$ cat src/rtl/calc_pkg.sv
// Shared types for the calculator control path: command encoding, sequencer states.
package calc_pkg;

  localparam int WIDTH_DEFAULT = 16;

  typedef enum logic [1:0] {
    CMD_NEW = 2'b00,
    CMD_ADD = 2'b01,
    CMD_ACC = 2'b10,
    CMD_CLR = 2'b11
  } cmd_e;

  typedef enum logic [1:0] {
    S_IDLE   = 2'b00,
    S_HAVE_A = 2'b01,
    S_SETTLE = 2'b10,
    S_OUT    = 2'b11
  } state_e;

endpackage

$ cat src/rtl/calc_flags.sv
// Carry/overflow flags for an add g = d + f (mod 2^WIDTH), derived without the carry chain.
module calc_flags #(
  parameter int WIDTH = 16
) (
  input  logic [WIDTH-1:0] d_i,
  input  logic [WIDTH-1:0] f_i,
  input  logic [WIDTH-1:0] g_i,
  output logic             carry_o,
  output logic             ovf_o
);

  // A wrapped unsigned sum is always smaller than either operand.
  assign carry_o = (g_i < d_i);
  assign ovf_o   = (d_i[WIDTH-1] == f_i[WIDTH-1]) && (g_i[WIDTH-1] != d_i[WIDTH-1]);

endmodule

$ cat src/rtl/calc_op_sequencer.sv
// Control stage in front of the external ripple adder: latches operands, waits for the
// carry to settle, captures sum/flags, and keeps a running accumulator.
module calc_op_sequencer
  import calc_pkg::*;
#(
  parameter int WIDTH         = WIDTH_DEFAULT,
  parameter int SETTLE_CYCLES = 2
) (
  input  logic             clk,
  input  logic             rst_n,
  input  logic             in_valid,
  output logic             in_ready,
  input  logic [1:0]       in_cmd,
  input  logic [WIDTH-1:0] in_data,
  output logic [WIDTH-1:0] add_d,
  output logic [WIDTH-1:0] add_f,
  input  logic [WIDTH-1:0] add_g,
  output logic             res_valid,
  input  logic             res_ready,
  output logic [WIDTH-1:0] res_data,
  output logic             res_carry,
  output logic             res_ovf,
  output logic             busy
);

  localparam logic [3:0] CNT_LOAD = 4'(SETTLE_CYCLES - 1);

  state_e           state_q, state_d;
  logic [3:0]       cnt_q, cnt_d;
  logic [WIDTH-1:0] acc_q, acc_d;
  logic [WIDTH-1:0] op_a_q, op_a_d;
  logic [WIDTH-1:0] add_d_q, add_d_d;
  logic [WIDTH-1:0] add_f_q, add_f_d;
  logic [WIDTH-1:0] res_data_q, res_data_d;
  logic             res_carry_q, res_carry_d;
  logic             res_ovf_q, res_ovf_d;

  logic             flag_carry, flag_ovf;
  logic             xfer;
  cmd_e             cmd;

  calc_flags #(.WIDTH(WIDTH)) u_flags (
    .d_i     (add_d_q),
    .f_i     (add_f_q),
    .g_i     (add_g),
    .carry_o (flag_carry),
    .ovf_o   (flag_ovf)
  );

  assign cmd      = cmd_e'(in_cmd);
  assign in_ready = (state_q == S_IDLE) || (state_q == S_HAVE_A);
  assign xfer     = in_valid && in_ready;

  always_comb begin
    state_d     = state_q;
    cnt_d       = cnt_q;
    acc_d       = acc_q;
    op_a_d      = op_a_q;
    add_d_d     = add_d_q;
    add_f_d     = add_f_q;
    res_data_d  = res_data_q;
    res_carry_d = res_carry_q;
    res_ovf_d   = res_ovf_q;
    unique case (state_q)
      S_IDLE, S_HAVE_A: begin
        if (xfer) begin
          unique case (cmd)
            CMD_NEW: begin
              op_a_d  = in_data;
              state_d = S_HAVE_A;
            end
            CMD_ADD: begin
              // With no pending first operand, ADD degenerates to 0 + in_data.
              add_d_d = (state_q == S_HAVE_A) ? op_a_q : '0;
              add_f_d = in_data;
              cnt_d   = CNT_LOAD;
              state_d = S_SETTLE;
            end
            CMD_ACC: begin
              add_d_d = acc_q;
              add_f_d = in_data;
              cnt_d   = CNT_LOAD;
              state_d = S_SETTLE;
            end
            CMD_CLR: begin
              acc_d   = '0;
              state_d = S_IDLE;
            end
          endcase
        end
      end
      S_SETTLE: begin
        if (cnt_q == 4'd0) begin
          res_data_d  = add_g;
          res_carry_d = flag_carry;
          res_ovf_d   = flag_ovf;
          acc_d       = add_g;
          state_d     = S_OUT;
        end else begin
          cnt_d = cnt_q - 4'd1;
        end
      end
      S_OUT: begin
        if (res_ready) state_d = S_IDLE;
      end
    endcase
  end

  always_ff @(posedge clk or negedge rst_n) begin
    if (!rst_n) begin
      state_q     <= S_IDLE;
      cnt_q       <= '0;
      acc_q       <= '0;
      op_a_q      <= '0;
      add_d_q     <= '0;
      add_f_q     <= '0;
      res_data_q  <= '0;
      res_carry_q <= 1'b0;
      res_ovf_q   <= 1'b0;
    end else begin
      state_q     <= state_d;
      cnt_q       <= cnt_d;
      acc_q       <= acc_d;
      op_a_q      <= op_a_d;
      add_d_q     <= add_d_d;
      add_f_q     <= add_f_d;
      res_data_q  <= res_data_d;
      res_carry_q <= res_carry_d;
      res_ovf_q   <= res_ovf_d;
    end
  end

  assign add_d     = add_d_q;
  assign add_f     = add_f_q;
  assign res_valid = (state_q == S_OUT);
  assign res_data  = res_data_q;
  assign res_carry = res_carry_q;
  assign res_ovf   = res_ovf_q;
  assign busy      = (state_q == S_SETTLE) || (state_q == S_OUT);

endmodule
$ cat config.mk
export PLATFORM = sky130hd
export DESIGN_NAME = calc_op_sequencer
export DESIGN_NICKNAME = d
export VERILOG_FILES = /design/src/rtl/calc_pkg.sv /design/src/rtl/calc_flags.sv /design/src/rtl/calc_op_sequencer.sv
export SDC_FILE = /design/constraint.sdc
export NUM_CORES = 1
export LEC_CHECK = 0
export CAP_MARGIN = 20
export CORE_ASPECT_RATIO = 0.7
export CORE_MARGIN = 3
export CORE_UTILIZATION = 35
export CTS_CLUSTER_DIAMETER = 100
export DETAILED_ROUTE_END_ITERATION = 6
export PLACE_DENSITY = 0.7
export SETUP_SLACK_MARGIN = 0.05
export SLEW_MARGIN = 0
export SYNTH_ARGS = -nofsm -noshare
export SYNTH_HDL_FRONTEND = slang
export SYNTH_SLANG_ARGS = --single-unit
$ cat constraint.sdc
create_clock -name clk -period 4.1 [get_ports clk]
set_input_delay 0.41 -clock clk [delete_from_list [all_inputs] [get_ports clk]]
set_output_delay 0.41 -clock clk [all_outputs]
set_load 0.02 [all_outputs]
==> run summary <==
For this design, the slowest cell found on the critical path is nor3b_2. The run gives 0 as the post-detailed-route DRC marker count. At the pin with the least slew margin, the transition time is 1.01 ns. In the layout the commonest cells are nand2_1 (108), clkdlybuf4s50_1 (89), dfrtp_1 (88), a21oi_1 (22), inv_1 (21). Between clock sinks in the finished design, the worst skew comes to 0.00628 ns. Adding up every negative setup slack in the final design gives 0 ns.

The run gives 0 as the final number of hold-violating endpoints. The post-layout minimum cycle time was 2.44 ns; the first-iteration detailed-routing DRC count was 196. The area share of the largest cell type after synthesis came out at 56.8%. In this run the count of I/O pins placed on the die edge is 91. The peak per-stage delay on the critical path was 0.91 ns. Via count of the first global-routing pass: 2,936. In this run the critical register-to-register path is launched from cnt_q[0].

The tool flagged a number of max-cap violations equal to 0. Each instance of the synthesized netlist takes up on average 10.7 µm². TritonCTS created 9 clock buffers.

The layout overhead on the synthesized area is 35.4%, and the floorplan die width is 132 µm. The total chip power was 4.23 mW. The min-delay analysis places its worst path in the category input pin to asynchronous set/reset pin. The tools report the count of hold-fix buffers inserted at cts as 0. The tools report the cell at the root of the clock tree as clkbuf_16. The logs give 589 for the number of placed cells counting well taps and 16.3% for the overall track demand over capacity in global routing.

The static leakage power came out at 2.47 nW. The share of the Yosys chip area taken by registers is 56.8%. Measured against its own limit, the worst slew margin works out to 32.4%. Wire length of the first global-routing pass: 15,600 µm. The worst setup path is launched from an input pin.

The arrival time of the worst setup path was 2.70 ns. The congestion estimate from routability-driven global placement came to 0.779. Number of nets in the final layout: 510. Cells with a size suffix above 1 make up 10.1% of the layout.

Of all nets on the critical path, the largest fanout is 17. The run gives 0.34 ns as the clock latency of the later-clocked register in the worst-skew pair. The number of gates resized after CTS was 0.

The required time of the worst setup path is 4.36 ns. Cell type group with the largest total delay on the critical path: simple AND/OR/NAND/NOR gates. Ranked by total cell area, the synthesized netlist is headed by dfrtp_1 (57%), nand2_1 (10%), ha_1 (6.4%), mux2_2 (4.9%), a22o_1 (3.8%). Global routing finished with a remaining overflow of 0. For this design, the sink count on the clock tree is 88. The longest clock path from root to sink contains 2 buffers. The effective utilization at floorplan is 36.6%.

The die covers 12,400 µm². Setup repair after global routing left no endpoint under its margin. In this run the power density over the cells is 804 nW/µm². The worst setup path startpoint is in_cmd[0]. The via density per instance came out at 4.91. For the number of antenna violations at the first check in global routing, the log shows 0.

The cell count after synthesis is 364, and the depth of the CTS H-tree is 3. The number of setup buffers added after CTS is 0. Placed wire-length estimate: 7050 µm.

Leaving out fill and tap cells, the most frequent cell in the layout is nand2_1. The maximum number of pins on one net before global-route repair was 60. Buffers placed on the I/O ports in this run total 90. The run finished with clean final reports.

STA classifies the critical path endpoint as a register. Across the whole layout, storage elements account for 2200 µm². After clock tree synthesis, the clock-pin slew on the worst setup and hold paths is 0.06 ns.

The number of nets with antenna violations after detailed routing was 0; the synthesized area was 3880 µm². The final-layout fill cell count is 925. The yosys synthesis warning count is 0. In this run the core area contains 31 standard-cell rows. For the count of pins over their slew limit, the log shows 0.

The signal on the critical path passes through clkdlybuf4s50_1 > inv_1 > ha_1 > nor3b_2 > a221oi_1 > a21oi_1. TritonCTS built the clock tree. After synthesis, the netlist uses 36 different library cells. The number of buffers and inverters on the critical path was 2. The worst voltage drop across the vdd grid was 0.307 mV; the share of the clock period used by the worst path after layout was 59.6%. The routed design has 9870 µm of wire. Startpoint-to-endpoint class of the critical path: input pin to register. Derived from the worst setup path, the maximum achievable clock frequency is 0.409 GHz.

The number of diodes was 0; the per-cell routed wire length was 16.3 µm. Of all cell types, the one taking the most synthesized area is dfrtp_1. For the iteration count of the initial detailed-routing pass, the log shows 4. The tools report the number of vias in the routed layout as 2,969. The die boundary height was 94.1 µm. The number of cells in the finished layout apart from fillers is 605, and the synthesis-stage register bit count is 88. Setup violations remaining at the end of the flow were counted as 0. When the netlist entered floorplanning its net count stood at 422.

The multi-input combinational cells in the finished layout cover a total of 1510 µm². The area of the placeable core was 10,600 µm².
==> area by class of cell <==
type / instances / area share, %
sequential: 88 / 41.9
multi-input combinational: 238 / 28.8
timing repair buffer: 94 / 17.8
clock buffer: 12 / 5.07
tap: 148 / 3.52
inverter: 21 / 1.50
clock inverter: 4 / 1.43
==> logic make-up (layout without fill, tap and decap cells) <==
kind of cell	count (synthesis)	after routing	synth area share [%]
simple gates	132	132	14.7
buf+inv	38	131	4.29
fa+ha+maj	20	20	6.45
compound gates	66	66	12.2
xor+xnor	3	3	0.677
mux	17	17	4.93
flops	88	88	56.8
==> final timing paths <==
kind                                      to  slack, ns  cells past startpoint
worst max-delay path               add_d[13]       1.66                      6
worst min-delay path            res_data[10]       0.14                      1
worst max register to register     res_carry       1.76                      7
worst min register to register   res_data[0]       0.47                      2
max in group asynchronous          op_a_q[0]       3.07                      2
min in group clk                 res_data[0]       0.47                      2
==> power by group <==
part           internal, mW  total (mW)  switching (mW)
sequential             1.25        1.51           0.254
clock                 0.584       0.920           0.336
combinational         0.832        1.80           0.967
==> state kept, by name (all words and copies together) (netlist names) <==
name / flops
cnt_q: 4
res_carry: 1
add_d: 16
state_q: 2
res_ovf: 1
res_data: 16
acc_q: 16
add_f: 16
op_a_q: 16
==> stage by stage <==
stage          setup slack [ns]  instance area (µm²)  hold WS (ns)  utilization [%]
2_1_floorplan              2.46                 3880         0.114                -
3_3_place_gp               1.35                 4900         0.457             46.3
3_5_place_dp               1.27                 4910         0.464             46.4
4_1_cts                    1.63                 5260         0.148             49.6
5_1_grt                    1.47                 5260         0.179             49.6
6_report                   1.66                 5260         0.140             49.6
==> synth_stat cells <==
library cell	n
nand2_1	108
dfrtp_1	88
a21oi_1	22
inv_1	21
ha_1	20
a22o_1	17
mux2_2	17
a221oi_1	16
buf_2	7
clkbuf_1	7
nor2_1	5
o21ai_0	3
a211oi_1	2
and2_1	2
buf_4	2
nand2_2	2
nand3_1	2
nand4_1	2
nor3_1	2
o31ai_1	2
xor2_1	2
a2111oi_0	1
a21o_1	1
and2b_1	1
buf_6	1
nand2_4	1
nand2b_1	1
nor2_4	1
nor2b_2	1
nor3b_1	1
nor3b_2	1
nor4_2	1
o211ai_1	1
o21ai_1	1
or3b_4	1
xnor2_1	1
==> routing by layer <==
| metal | wire length (µm) | track usage, % | vias to the layer above |
|---|---|---|---|
| li1 | - | - | 1428 |
| met1 | 4930 | 23.2 | 1455 |
| met2 | 4460 | 24.2 | 84 |
| met3 | 466 | 4.93 | 2 |
| met4 | 17 | 4.11 | 0 |
| met5 | 0 | 0 | - |
No activity file was read; power rests on OpenSTA's default activity.
